**src/rtl/divider_sm.sv**
```systemverilog
// Sequential saturating sign-magnitude divider (restoring, one quotient bit per clock).
// Operands and quotient share one fixed-point format; handshakes on input and output.
module divider_sm #(
  parameter int W    = 24,
  parameter int FRAC = 12
) (
  input  logic         clk,
  input  logic         rst_n,
  input  logic         in_valid,
  output logic         in_ready,
  input  logic [W-1:0] X_sm,
  input  logic [W-1:0] Y_sm,
  output logic         out_valid,
  input  logic         out_ready,
  output logic [W-1:0] Q_sm,
  output logic         sat,
  output logic         div0
);

  localparam int ITER = W - 1 + FRAC;
  localparam int CW   = $clog2(ITER + 1);

  localparam logic [1:0] IDLE = 2'd0;
  localparam logic [1:0] RUN  = 2'd1;
  localparam logic [1:0] DONE = 2'd2;

  localparam logic [W-2:0] MAG_MAX = '1;

  logic [1:0]      state_q, state_d;
  logic            sign_q, sign_d;
  logic [W-2:0]    ymag_q, ymag_d;
  logic [W-1:0]    rem_q, rem_d;
  logic [ITER-1:0] dvd_q, dvd_d;
  logic [ITER-1:0] quo_q, quo_d;
  logic [CW-1:0]   cnt_q, cnt_d;
  logic [W-1:0]    q_q, q_d;
  logic            sat_q, sat_d;
  logic            div0_q, div0_d;

  logic [W:0]      shifted;
  logic            ge;
  logic [W-1:0]    diff;
  logic [W-2:0]    mag;

  // Trial subtraction; shifted[W] is always 0 in practice but keeps the compare exact.
  assign shifted = {rem_q, dvd_q[ITER-1]};
  assign ge      = (shifted >= {2'b00, ymag_q});
  assign diff    = shifted[W-1:0] - {1'b0, ymag_q};

  always_comb begin
    state_d = state_q;
    sign_d  = sign_q;
    ymag_d  = ymag_q;
    rem_d   = rem_q;
    dvd_d   = dvd_q;
    quo_d   = quo_q;
    cnt_d   = cnt_q;
    q_d     = q_q;
    sat_d   = sat_q;
    div0_d  = div0_q;
    mag     = '0;
    case (state_q)
      IDLE: begin
        if (in_valid) begin
          sign_d  = X_sm[W-1] ^ Y_sm[W-1];
          ymag_d  = Y_sm[W-2:0];
          dvd_d   = {X_sm[W-2:0], {FRAC{1'b0}}};
          rem_d   = '0;
          quo_d   = '0;
          // A zero divisor skips the iterations and goes straight to result formation.
          cnt_d   = (Y_sm[W-2:0] == '0) ? '0 : CW'(ITER);
          state_d = RUN;
        end
      end
      RUN: begin
        if (cnt_q == '0) begin
          if (ymag_q == '0) begin
            mag    = MAG_MAX;
            sat_d  = 1'b0;
            div0_d = 1'b1;
          end else if (|quo_q[ITER-1:W-1]) begin
            mag    = MAG_MAX;
            sat_d  = 1'b1;
            div0_d = 1'b0;
          end else begin
            mag    = quo_q[W-2:0];
            sat_d  = 1'b0;
            div0_d = 1'b0;
          end
          q_d     = {sign_q & (|mag), mag};
          state_d = DONE;
        end else begin
          rem_d = ge ? diff : shifted[W-1:0];
          dvd_d = {dvd_q[ITER-2:0], 1'b0};
          quo_d = {quo_q[ITER-2:0], ge};
          cnt_d = cnt_q - CW'(1);
        end
      end
      DONE: begin
        if (out_ready) state_d = IDLE;
      end
      default: state_d = IDLE;
    endcase
  end

  always_ff @(posedge clk or negedge rst_n) begin
    if (!rst_n) begin
      state_q <= IDLE;
      sign_q  <= 1'b0;
      ymag_q  <= '0;
      rem_q   <= '0;
      dvd_q   <= '0;
      quo_q   <= '0;
      cnt_q   <= '0;
      q_q     <= '0;
      sat_q   <= 1'b0;
      div0_q  <= 1'b0;
    end else begin
      state_q <= state_d;
      sign_q  <= sign_d;
      ymag_q  <= ymag_d;
      rem_q   <= rem_d;
      dvd_q   <= dvd_d;
      quo_q   <= quo_d;
      cnt_q   <= cnt_d;
      q_q     <= q_d;
      sat_q   <= sat_d;
      div0_q  <= div0_d;
    end
  end

  assign in_ready  = (state_q == IDLE);
  assign out_valid = (state_q == DONE);
  assign Q_sm      = q_q;
  assign sat       = sat_q;
  assign div0      = div0_q;

endmodule

```
**config.mk**
```make
export PLATFORM = sky130hd
export DESIGN_NAME = divider_sm
export DESIGN_NICKNAME = d
export VERILOG_FILES = /design/src/rtl/divider_sm.sv
export SDC_FILE = /design/constraint.sdc
export NUM_CORES = 1
export LEC_CHECK = 0
export ABC_AREA = 0
export BUFFER_PORTS_ARGS = -buffer_cell sky130_fd_sc_hd__clkbuf_2
export CORE_AREA = 2 2 111 113
export CTS_CLUSTER_DIAMETER = 50
export DETAILED_ROUTE_END_ITERATION = 8
export DIE_AREA = 0 0 113 115
export HOLD_SLACK_MARGIN = 0.06
export PLACE_DENSITY = 0.79
export SYNTH_ARGS = -nofsm -noshare
export SYNTH_HDL_FRONTEND = slang
export SYNTH_SLANG_ARGS = --single-unit
```
**constraint.sdc**
```tcl
create_clock -name clk -period 7.5 [get_ports clk]
set_clock_uncertainty 0.1 [all_clocks]
set_input_delay 2.25 -clock clk [delete_from_list [all_inputs] [get_ports clk]]
set_output_delay 2.25 -clock clk [all_outputs]
set_load 0.005 [all_outputs]
```
==> reports/metrics.yaml <==
yosys_register_bits: 140
antenna_found_initial: 0
worstPathRequired_ns: 7.69
postCtsSetupRepairBufs: 0
syn_to_final_growth_pct: 14.3
synthCells: 852
hp-start: "div0"
layout_common_cells: "nand2_1 (178), dfrtp_1 (140), nor2_1 (95)"
dp_cells: 1038
max_freq_mhz: 271
numPortBuffers: 79
vias_per_cell: 5.88
cts_buffers: 17
final_area_mm2: 0.00825
antennaDiodeCount: 0
slowest_delay_ns: 0.50
finalWeightedCongestion: 0.956
synthArstFlopShare: 1.00
die_x_um: 113
layout_commonest_cell: "nand2_1"
cts_max_level: 4
hold_path_class: "flip-flop to flip-flop"
drv_slew: 0
vias: 6294
ctsResizeCount: 0
cp-end-kind: "flip-flop"
drc_errors: 7
grt_pass1_vias: 5971
worst_slew_pin_slew_ns: 0.877
hold_path_end: "div0"
worst-path-max-fanout: 25
setup_viol: 0
final_layout_size_suffix_gt1_frac: 0.134
start_kind: "flip-flop"
root_buffer: "clkbuf_16"
cp.arrival_ns: 3.88
placed_area_mm2: 0.00768
outcome: "finished with violations"
clock-sinks: 140
cts.path.max_buffers: 2
cts_tree: "yes"
cts_hold_buf: 0
grt_overflow: 0
wl_per_cell_um: 16.0
synth_edf_count: 0
die-area_mm2: 0.0130
io_pins: 80
period_needed_ns: 3.69
hpwl_um: 11700
clock_latency_ns: 0.42
final_nets: 988
drt-total-wl_um: 17200
totalPowerFinal_mw: 4.37
dr.pass1.iters: 9
start_util: 0.611
holdPathStages: 2
path_cells: "inv_1 > ha_1 > nand2b_1 > a21oi_1 > o31a_1 > o31a_1 > a221oi_2 > o211a_1 > buf_4 > nand2b_1 > o211ai_1"
instances_no_fill: 1070
cp_slowest_cell: "o211a_1"
tns_ns: 0
r2r-end: "rem_q[18]"
worstRegToRegCells: 11
synth_warnings: 0
grt_max_degree: 81
grt_pass1_wl_um: 28700
synth.avg_cell_area_um2: 8.47
core-area_mm2: 0.0118
relSlewSlack: 0.414
timing.rr.start: "ymag_q[1]"
power.density_mw_per_mm2: 530
synth-main-ff-cell: "dfrtp_1"
static-leakage-power_nw: 3.83
hold_violations: 0
maxCapViolations: 0
syn_nets: 930
netlist_area_mm2: 0.00722
peakVddDrop_mv: 0.284
r2r_slack_ns: 3.81
placementRows: 40
violations: "DRC"
die_h_um: 115
track_usage: 0.278
timing.final.crit_share: 0.492
ant_nets: 0
drtIter0Drc: 611
synth_cell_type_count: 49
crit_type: "flip-flop to flip-flop"
ys_seq_area_frac: 0.486
rsz0062_at_grt: "false"
final_util: 0.698
clkTransAtPathRegs_ns: 0.06
[area by class of cell]
class / count / area (µm²)
fillers: 976 / 3570
well taps: 147 / 184
flip-flops and latches: 140 / 3500
repair buffers: 89 / 477
multi-input cells: 632 / 3400
clock inverters: 12 / 113
inverters: 30 / 113
clock buffers: 20 / 457
[per-layer routing]
metal | routed length, µm | part of all wire | GRT usage
met4 | 345 | 0.020 | 0.0943
met5 | 0 | 0 | 0
met2 | 8080 | 0.47 | 0.444
met1 | 7770 | 0.45 | 0.386
met3 | 968 | 0.056 | 0.0559
[critical path: cells and delay by family, from the launching register on]
kind,cells,cell delay (ns)
fa+ha+maj,1,0.31
flops,1,0.43
compound gates,6,1.81
buf+inv,2,0.47
simple gates,2,0.42
[state kept, by name, indices dropped and copies added (netlist names)]
| name | cells |
|---|---|
| sat | 1 |
| dvd_q | 23 |
| div0 | 1 |
| cnt_q | 6 |
| state_q | 2 |
| ymag_q | 23 |
| quo_q | 35 |
| Q_sm | 24 |
| sign_q | 1 |
| rem_q | 24 |
[report_power, final]
group          internal (mW)  switching [mW]  leakage [nW]  total, mW
clock                  0.476           0.330         0.277      0.807
sequential              1.08           0.224          1.76       1.30
combinational          0.908            1.35          1.80       2.26
total                   2.46            1.91          3.83       4.37
[cell usage after synthesis (2+ instances only)]
cell type / instances / area (µm²)
o31a_1: 4 / 35.0
nor2b_1: 4 / 25.0
a32oi_1: 2 / 17.5
o21ai_0: 78 / 390
nand4_1: 9 / 56.3
o21ai_1: 19 / 95.1
buf_6: 2 / 22.5
nand2_1: 178 / 668
ha_1: 25 / 313
dfrtp_1: 140 / 3500
o211ai_1: 5 / 37.5
nor2_1: 96 / 360
xor2_1: 9 / 78.8
xnor2_1: 13 / 114
or4_1: 3 / 22.5
buf_1: 2 / 7.51
nand2b_1: 9 / 56.3
a31oi_1: 26 / 163
nand3_1: 24 / 120
and2_1: 3 / 18.8
o21bai_1: 2 / 15.0
a21o_1: 13 / 97.6
a211oi_1: 2 / 15.0
a21oi_1: 29 / 145
clkbuf_1: 40 / 150
buf_4: 2 / 15.0
buf_2: 3 / 15.0
nor4_1: 20 / 125
nor3_1: 33 / 165
inv_1: 30 / 113
mux2i_1: 9 / 90.1
[worst max-delay path by stage]
| stage | start | endpoint | slack (ns) |
|---|---|---|---|
| after floorplan | in_valid | cnt_q[1] | 3.78 |
| after global placement | in_valid | cnt_q[5] | 3.50 |
| after detailed placement | in_valid | cnt_q[5] | 3.42 |
| after CTS | in_valid | cnt_q[5] | 3.86 |
| after global routing | ymag_q[1] | rem_q[19] | 3.60 |
| final | ymag_q[1] | rem_q[18] | 3.81 |
[through the flow]
step | hold WS, ns | setup slack (ns)
after floorplan | 0.351 | 3.78
after global placement | 0.355 | 3.50
after detailed placement | 0.365 | 3.42
after CTS | 0.380 | 3.86
after global routing | 0.403 | 3.60
final | 0.379 | 3.81
[cell families (layout without fill, tap and decap cells)]
kind of cell	Yosys count	in the layout	share of synthesized area
AND/OR/NAND/NOR	383	383	0.228
AO/OA/AOI/OAI	192	192	0.156
flip-flops	140	140	0.486
buffers and inverters	80	151	0.0454
adder cells (fa/ha/maj)	26	26	0.0461
XOR/XNOR	22	22	0.0267
multiplexers	9	9	0.0125
(Power assumes the default switching activity.)
